### config.mk
export PLATFORM = sky130hd
export DESIGN_NAME = btn_event_conditioner
export DESIGN_NICKNAME = d
export VERILOG_FILES = /design/src/rtl/btn_event_conditioner.sv
export SDC_FILE = /design/constraint.sdc
export NUM_CORES = 1
export LEC_CHECK = 0
export CAP_MARGIN = 15
export CORE_MARGIN = 5
export CORE_UTILIZATION = 50
export CTS_CLUSTER_SIZE = 28
export DETAILED_ROUTE_END_ITERATION = 16
export GPL_TIMING_DRIVEN = 0
export MAX_ROUTING_LAYER = met4
export PLACE_DENSITY_LB_ADDON = 0.2
export SLEW_MARGIN = 20
export SYNTH_ARGS = -nofsm -noshare
export SYNTH_HDL_FRONTEND = slang
export SYNTH_SLANG_ARGS = --single-unit
### constraint.sdc
create_clock -name clk -period 2.46 [get_ports clk]
set_input_delay 0.738 -clock clk [delete_from_list [all_inputs] [get_ports clk]]
set_output_delay 0.738 -clock clk [all_outputs]
set_load 0.02 [all_outputs]
### src/rtl/btn_event_conditioner.sv
// -----------------------------------------------------------------------------
// btn_event_conditioner
//
// Button front-end for the whack-a-mole core. Every raw button pin is brought
// into the clk domain through a two-flop synchroniser, then debounced. The
// block presents a clean level per button, single-cycle rise/fall pulses, and
// a small valid/ready FIFO of press events (button indices). Simultaneous
// presses are serialised lowest index first, one FIFO push per cycle.
//
// Ports:
//   clk           system clock, all logic on posedge
//   rst           synchronous, active-high reset
//   btn_raw       asynchronous raw button inputs, 1 = pressed
//   btn_level     debounced button levels
//   btn_rise      one-cycle pulse when btn_level goes 0->1
//   btn_fall      one-cycle pulse when btn_level goes 1->0
//   evt_valid     press-event FIFO non-empty
//   evt_ready     consumer accepts the head entry when evt_valid && evt_ready
//   evt_idx       button index of the head entry, 0 when empty
//   evt_overflow  sticky: a press event was lost
//   clr_overflow  clears evt_overflow (a simultaneous new loss wins)
// -----------------------------------------------------------------------------
module btn_event_conditioner #(
    parameter  int NUM_BTN         = 8,
    parameter  int DEBOUNCE_CYCLES = 16,
    parameter  int FIFO_DEPTH      = 4,
    localparam int IDX_W           = $clog2(NUM_BTN)
) (
    input  logic               clk,
    input  logic               rst,
    input  logic [NUM_BTN-1:0] btn_raw,
    output logic [NUM_BTN-1:0] btn_level,
    output logic [NUM_BTN-1:0] btn_rise,
    output logic [NUM_BTN-1:0] btn_fall,
    output logic               evt_valid,
    input  logic               evt_ready,
    output logic [IDX_W-1:0]   evt_idx,
    output logic               evt_overflow,
    input  logic               clr_overflow
);

    localparam int CNT_W  = $clog2(DEBOUNCE_CYCLES);
    localparam int PTR_W  = $clog2(FIFO_DEPTH);
    localparam int FCNT_W = PTR_W + 1;

    localparam logic [CNT_W-1:0]  CNT_MAX   = CNT_W'(DEBOUNCE_CYCLES - 1);
    localparam logic [FCNT_W-1:0] FIFO_FULL = FCNT_W'(FIFO_DEPTH);

    // Synchroniser and debounce state
    logic [NUM_BTN-1:0]            sync1;
    logic [NUM_BTN-1:0]            sync2;
    logic [NUM_BTN-1:0][CNT_W-1:0] db_cnt;
    logic [NUM_BTN-1:0][CNT_W-1:0] db_cnt_d;
    logic [NUM_BTN-1:0]            level_d;
    logic [NUM_BTN-1:0]            rise_d;
    logic [NUM_BTN-1:0]            fall_d;

    // A channel only produces press events once it has been seen released
    // after reset; this keeps a button held through reset from generating a
    // press when its debounced level first comes up.
    logic [NUM_BTN-1:0] armed;
    logic [NUM_BTN-1:0] armed_d;
    logic [1:0]         settle;
    logic               settle_done;

    // Pending bits and arbiter
    logic [NUM_BTN-1:0] pending;
    logic [NUM_BTN-1:0] pending_d;
    logic [NUM_BTN-1:0] press;
    logic [NUM_BTN-1:0] grant;
    logic [NUM_BTN-1:0] push_mask;
    logic [NUM_BTN-1:0] lost;
    logic [IDX_W-1:0]   grant_idx;
    logic               any_pending;

    // Event FIFO
    logic [IDX_W-1:0]  fifo_mem [FIFO_DEPTH];
    logic [PTR_W-1:0]  wr_ptr;
    logic [PTR_W-1:0]  rd_ptr;
    logic [FCNT_W-1:0] count;
    logic              push;
    logic              pop;

    // -------------------------------------------------------------------------
    // Debounce next-state: level only follows sync2 after DEBOUNCE_CYCLES
    // consecutive cycles of disagreement; any agreement restarts the count.
    // -------------------------------------------------------------------------
    always_comb begin
        // NOTE: every signal driven here gets a default first so no path
        // leaves it unassigned (which would infer a latch).
        level_d  = btn_level;
        rise_d   = '0;
        fall_d   = '0;
        db_cnt_d = db_cnt;
        for (int i = 0; i < NUM_BTN; i++) begin
            if (sync2[i] == btn_level[i]) begin
                db_cnt_d[i] = '0;
            end else if (db_cnt[i] == CNT_MAX) begin
                level_d[i]  = sync2[i];
                rise_d[i]   = sync2[i];
                fall_d[i]   = ~sync2[i];
                db_cnt_d[i] = '0;
            end else begin
                db_cnt_d[i] = db_cnt[i] + 1'b1;
            end
        end
    end

    // sync2 first carries a real sample two edges after reset; only then can
    // "released" be trusted for arming.
    assign settle_done = (settle == 2'd2);
    assign armed_d     = armed | fall_d | (settle_done ? (~btn_level & ~sync2) : '0);

    // -------------------------------------------------------------------------
    // Arbiter: lowest-index pending bit wins the single push slot per cycle.
    // -------------------------------------------------------------------------
    always_comb begin
        grant_idx   = '0;
        any_pending = |pending;
        for (int i = NUM_BTN - 1; i >= 0; i--) begin
            if (pending[i]) grant_idx = IDX_W'(i);
        end
        grant = any_pending ? (NUM_BTN'(1) << grant_idx) : '0;
    end

    assign pop       = evt_valid && evt_ready;
    assign push      = any_pending && ((count < FIFO_FULL) || pop);
    assign push_mask = push ? grant : '0;

    // A press collides only if the earlier press on that channel is still
    // waiting after this cycle; being pushed this same cycle is not a loss.
    assign press     = rise_d & armed;
    assign lost      = press & pending & ~push_mask;
    assign pending_d = (pending & ~push_mask) | press;

    assign evt_valid = (count != '0);
    assign evt_idx   = evt_valid ? fifo_mem[rd_ptr] : '0;

    // -------------------------------------------------------------------------
    // State registers
    // -------------------------------------------------------------------------
    always_ff @(posedge clk) begin
        // NOTE: sequential state uses non-blocking assignments so all
        // registers update together from pre-edge values.
        if (rst) begin
            sync1        <= '0;
            sync2        <= '0;
            btn_level    <= '0;
            btn_rise     <= '0;
            btn_fall     <= '0;
            db_cnt       <= '0;
            armed        <= '0;
            settle       <= '0;
            pending      <= '0;
            wr_ptr       <= '0;
            rd_ptr       <= '0;
            count        <= '0;
            evt_overflow <= 1'b0;
        end else begin
            sync1     <= btn_raw;
            sync2     <= sync1;
            btn_level <= level_d;
            btn_rise  <= rise_d;
            btn_fall  <= fall_d;
            db_cnt    <= db_cnt_d;
            armed     <= armed_d;
            pending   <= pending_d;

            if (!settle_done) settle <= settle + 2'd1;

            if (push) wr_ptr <= wr_ptr + 1'b1;
            if (pop)  rd_ptr <= rd_ptr + 1'b1;

            case ({push, pop})
                2'b10:   count <= count + 1'b1;
                2'b01:   count <= count - 1'b1;
                default: count <= count;
            endcase

            if (|lost)             evt_overflow <= 1'b1;
            else if (clr_overflow) evt_overflow <= 1'b0;
        end
    end

    // NOTE: FIFO storage is deliberately not reset; an entry is only ever
    // read after it has been written, and evt_idx is forced to 0 when empty.
    always_ff @(posedge clk) begin
        if (push) fifo_mem[wr_ptr] <= grant_idx;
    end

endmodule

==> results.md <==
* Multiplexer area fraction after synthesis at 0.01564
* Worst path cell trace: mux4_2 > and2_1 > clkdlybuf4s15_2
* Share of flip-flops with an asynchronous set or reset at 0
* Die ar. at 10,600 um^2
* Largest net degree at the start of global routing at 19
* Final non-filler cell total at 600
* Synth Area in Compound Gates at 0.08633
* CP max stage delay at 0.49 ns
* Congestion Overflow GR at 0
* Clock transition at path regs at 0.11 ns
* EDFF count, synth at 12
* Placed cell area at 4855 um^2
* Crit Path Max Fanout at 3
* Top post-synthesis cells by area: dfxtp_1 46%, edfxtp_1 8.3%, nor2_1 6.5%
* Layout area overhead at 18.13%
* Syn Nets at 469
* Via count at 3,017
* Hold_buf cts at 0
* Top-count cell post-synth: dfxtp_1
* Initial antenna violation count at 0
* Yosys top cell area share at 0.4635
* Initial core utilization at 0.5051
* GP Congestion at 0.8899
* Syn avg cell area at 9.952 um^2
* Routed Antenna Nets at 0
* Yosys warnings at 0
* TritonCTS Buffers at 9
* First-pass DRT Iterations at 4
* Max Freq at 0.4165 GHz
* Drt total wl at 7804 um
* Arr. time, crit path at 1.66 ns
* Final setup viols at 0
* Top FF cell, synth: dfxtp_1
* Status: complete, no violations
* Final Skew at 0.01567 ns
* Die Y at 102.9 um
* Final min period at 2.401 ns
* Std cell rows at 34
* Pwr Density at 652.3 nW/um^2
* Crit. End Element: output port
* DR WL/cell at 13.01 um
* Min Hold Slack at 0.4493 ns
* H-tree depth at 3
* CP required at 1.72 ns
* DR iter-0 viols at 78
* Yosys top cell by area: dfxtp_1
* Die Width at 102.9 um
* Mapped Area at 4319 um^2
* Pre-CTS setup slack at -0.6207 ns
* Share of layout cells above drive strength 1 at 0.1016
* Final setup margin at 0.05885 ns
* Pleak at 1.885 nW
* Peak supply drop at 0.4308 mV
* Root Driver: clkbuf_8
* Worst skew pair latency at 0.37 ns
* Library cells used by synthesis at 45
* CORE AREA at 8551 um^2
* CP startpoint kind: flip-flop
* Adder-cell share of the synthesized area at 0.06837
* Final Instance Area at 5102 um^2
* Global-route wire length before repair at 13,190 um
* GRT Overall Usage at 0.1648
* Vias per cell at 5.028
* Worst Tran Pin Value at 0.5726 ns
* TritonCTS clock tree: done
* Largest family of logic cells by synthesized area: simple AND/OR/NAND/NOR gates
* Simple-gate area share of the yosys netlist at 0.1984
* Net count, final at 522
* Boundary Pins at 41
* Post-synthesis xor/xnor area fraction at 0.04461
* # DRC at 0
* Crit share post-route at 0.9761
* Number of global-route vias before repair at 2,984
* Slew HR at 0.6183
* Kind of critical path: reg2out
* Hold Path Class: reg2reg
* Max Slew Vio Count at 0
* Register area share after synthesis at 0.5469
* Antenna fix cells at 0
* Final Hold Vio Count at 0
* Synthesized flop and latch total at 112
* CTS Buffer Depth at 2
* Sink Count at 112
* RSZ-0062 raised after global routing: no
* Post-Syn Instances at 434
* Crit path max-delay cell type: mux4_2
* Dpl cells at 582
* Synth cell count leaders: 100 x dfxtp_1, 75 x nor2_1, 36 x inv_1
* Placed wire-length estimate at 5795 um
* Input/output buffers at 40
* Max Cap Viol at 0
[path summary, 6_finish.rpt]
path | startpoint | end | slack, ns | cells after the start
max reg2reg | pending[2] | count[2] | 0.14 | 9
min reg2reg | db_cnt[16] | db_cnt[16] | 0.45 | 1
max | flip-flop | evt_idx[0] | 0.06 | 3
min | db_cnt[16] | db_cnt[16] | 0.45 | 1
[flip-flops by register name, indices dropped and copies added, names as in the netlist, named ones only]
name          cells
armed             8
db_cnt           32
wr_ptr            2
btn_rise          8
pending           8
btn_fall          8
evt_overflow      1
rd_ptr            2
fifo_mem         12
count             3
btn_level         8
sync2             8
settle            2
sync1             8
[routing by layer]
| metal | part of all wire | global-route usage |
|---|---|---|
| met1 | 0.47 | 0.1981 |
| met2 | 0.47 | 0.2679 |
| met3 | 0.036 | 0.03248 |
| met4 | 0.023 | 0.07371 |
| met5 | 0 | - |
[area by class of cell]
type / count / area, um^2
Inverter: 36 / 135.1
Tap cell: 108 / 135.1
Timing Repair Buffer: 42 / 411.6
Clock inverter: 5 / 61.31
Fill cell: 758 / 3448
Clock buffer: 11 / 152.6
Buffer: 9 / 38.79
Sequential cell: 112 / 2366
Multi-Input combinational cell: 277 / 1802
[cells in the final DEF, fill, tap and decap left out, types with 2 or more instances in the layout]
cell type / instances
dfxtp_1: 99
nor2_1: 75
inv_1: 35
clkdlybuf4s50_1: 35
a21oi_1: 31
ha_1: 21
nand2_1: 18
nor2b_1: 17
nand3_1: 15
nand2b_1: 14
xor2_1: 12
edfxtp_1: 12
xnor2_1: 10
clkbuf_8: 9
a31o_2: 8
and4_1: 6
clkbuf_1: 6
and2_1: 5
nand4_1: 5
nor3_1: 5
and2_2: 4
o21ai_0: 4
mux4_2: 3
buf_2: 3
clkbuf_2: 3
o22ai_1: 2
dlymetal6s2s_1: 2
buf_4: 2
[worst max-delay path: cells and delay by family, from the launching register on]
family | cells | cell delay [ns]
buffers and inverters | 1 | 0.24
DFF | 1 | 0.39
muxes | 1 | 0.49
and+or+nand+nor | 1 | 0.17
[per-stage QoR]
step                      total power, mW  setup TNS (ns)    util
after global routing                3.488               0  0.5967
after global placement              2.207          -6.206  0.5677
after floorplan                     2.150               0       -
final                               3.328               0  0.5967
after detailed placement            2.221          -6.902  0.5677
after CTS                           3.367               0  0.5969
[where the power goes]
group / switching (mW) / internal (mW) / total (mW)
clock network: 0.609 / 0.540 / 1.15
logic: 0.125 / 0.103 / 0.228
registers: 0.0417 / 1.91 / 1.95
total: 0.775 / 2.55 / 3.33
[kinds of logic (layout without fill, tap and decap cells)]
kind of cell,after synthesis,count (layout)
flops,112,112
xor+xnor,22,22
fa+ha+maj,23,23
mux,3,3
simple gates,171,171
buf+inv,45,103
compound gates,58,58
[what timing repair did]
action,4_1_cts,5_1_grt
endpoints found under the hold margin,0,0
resized for setup,12,8
cloned,0,0
endpoints found under the setup margin,4,19
pin swaps,1,2
setup buffers,2,0
Note: power is estimated with default switching activity, not from simulation.
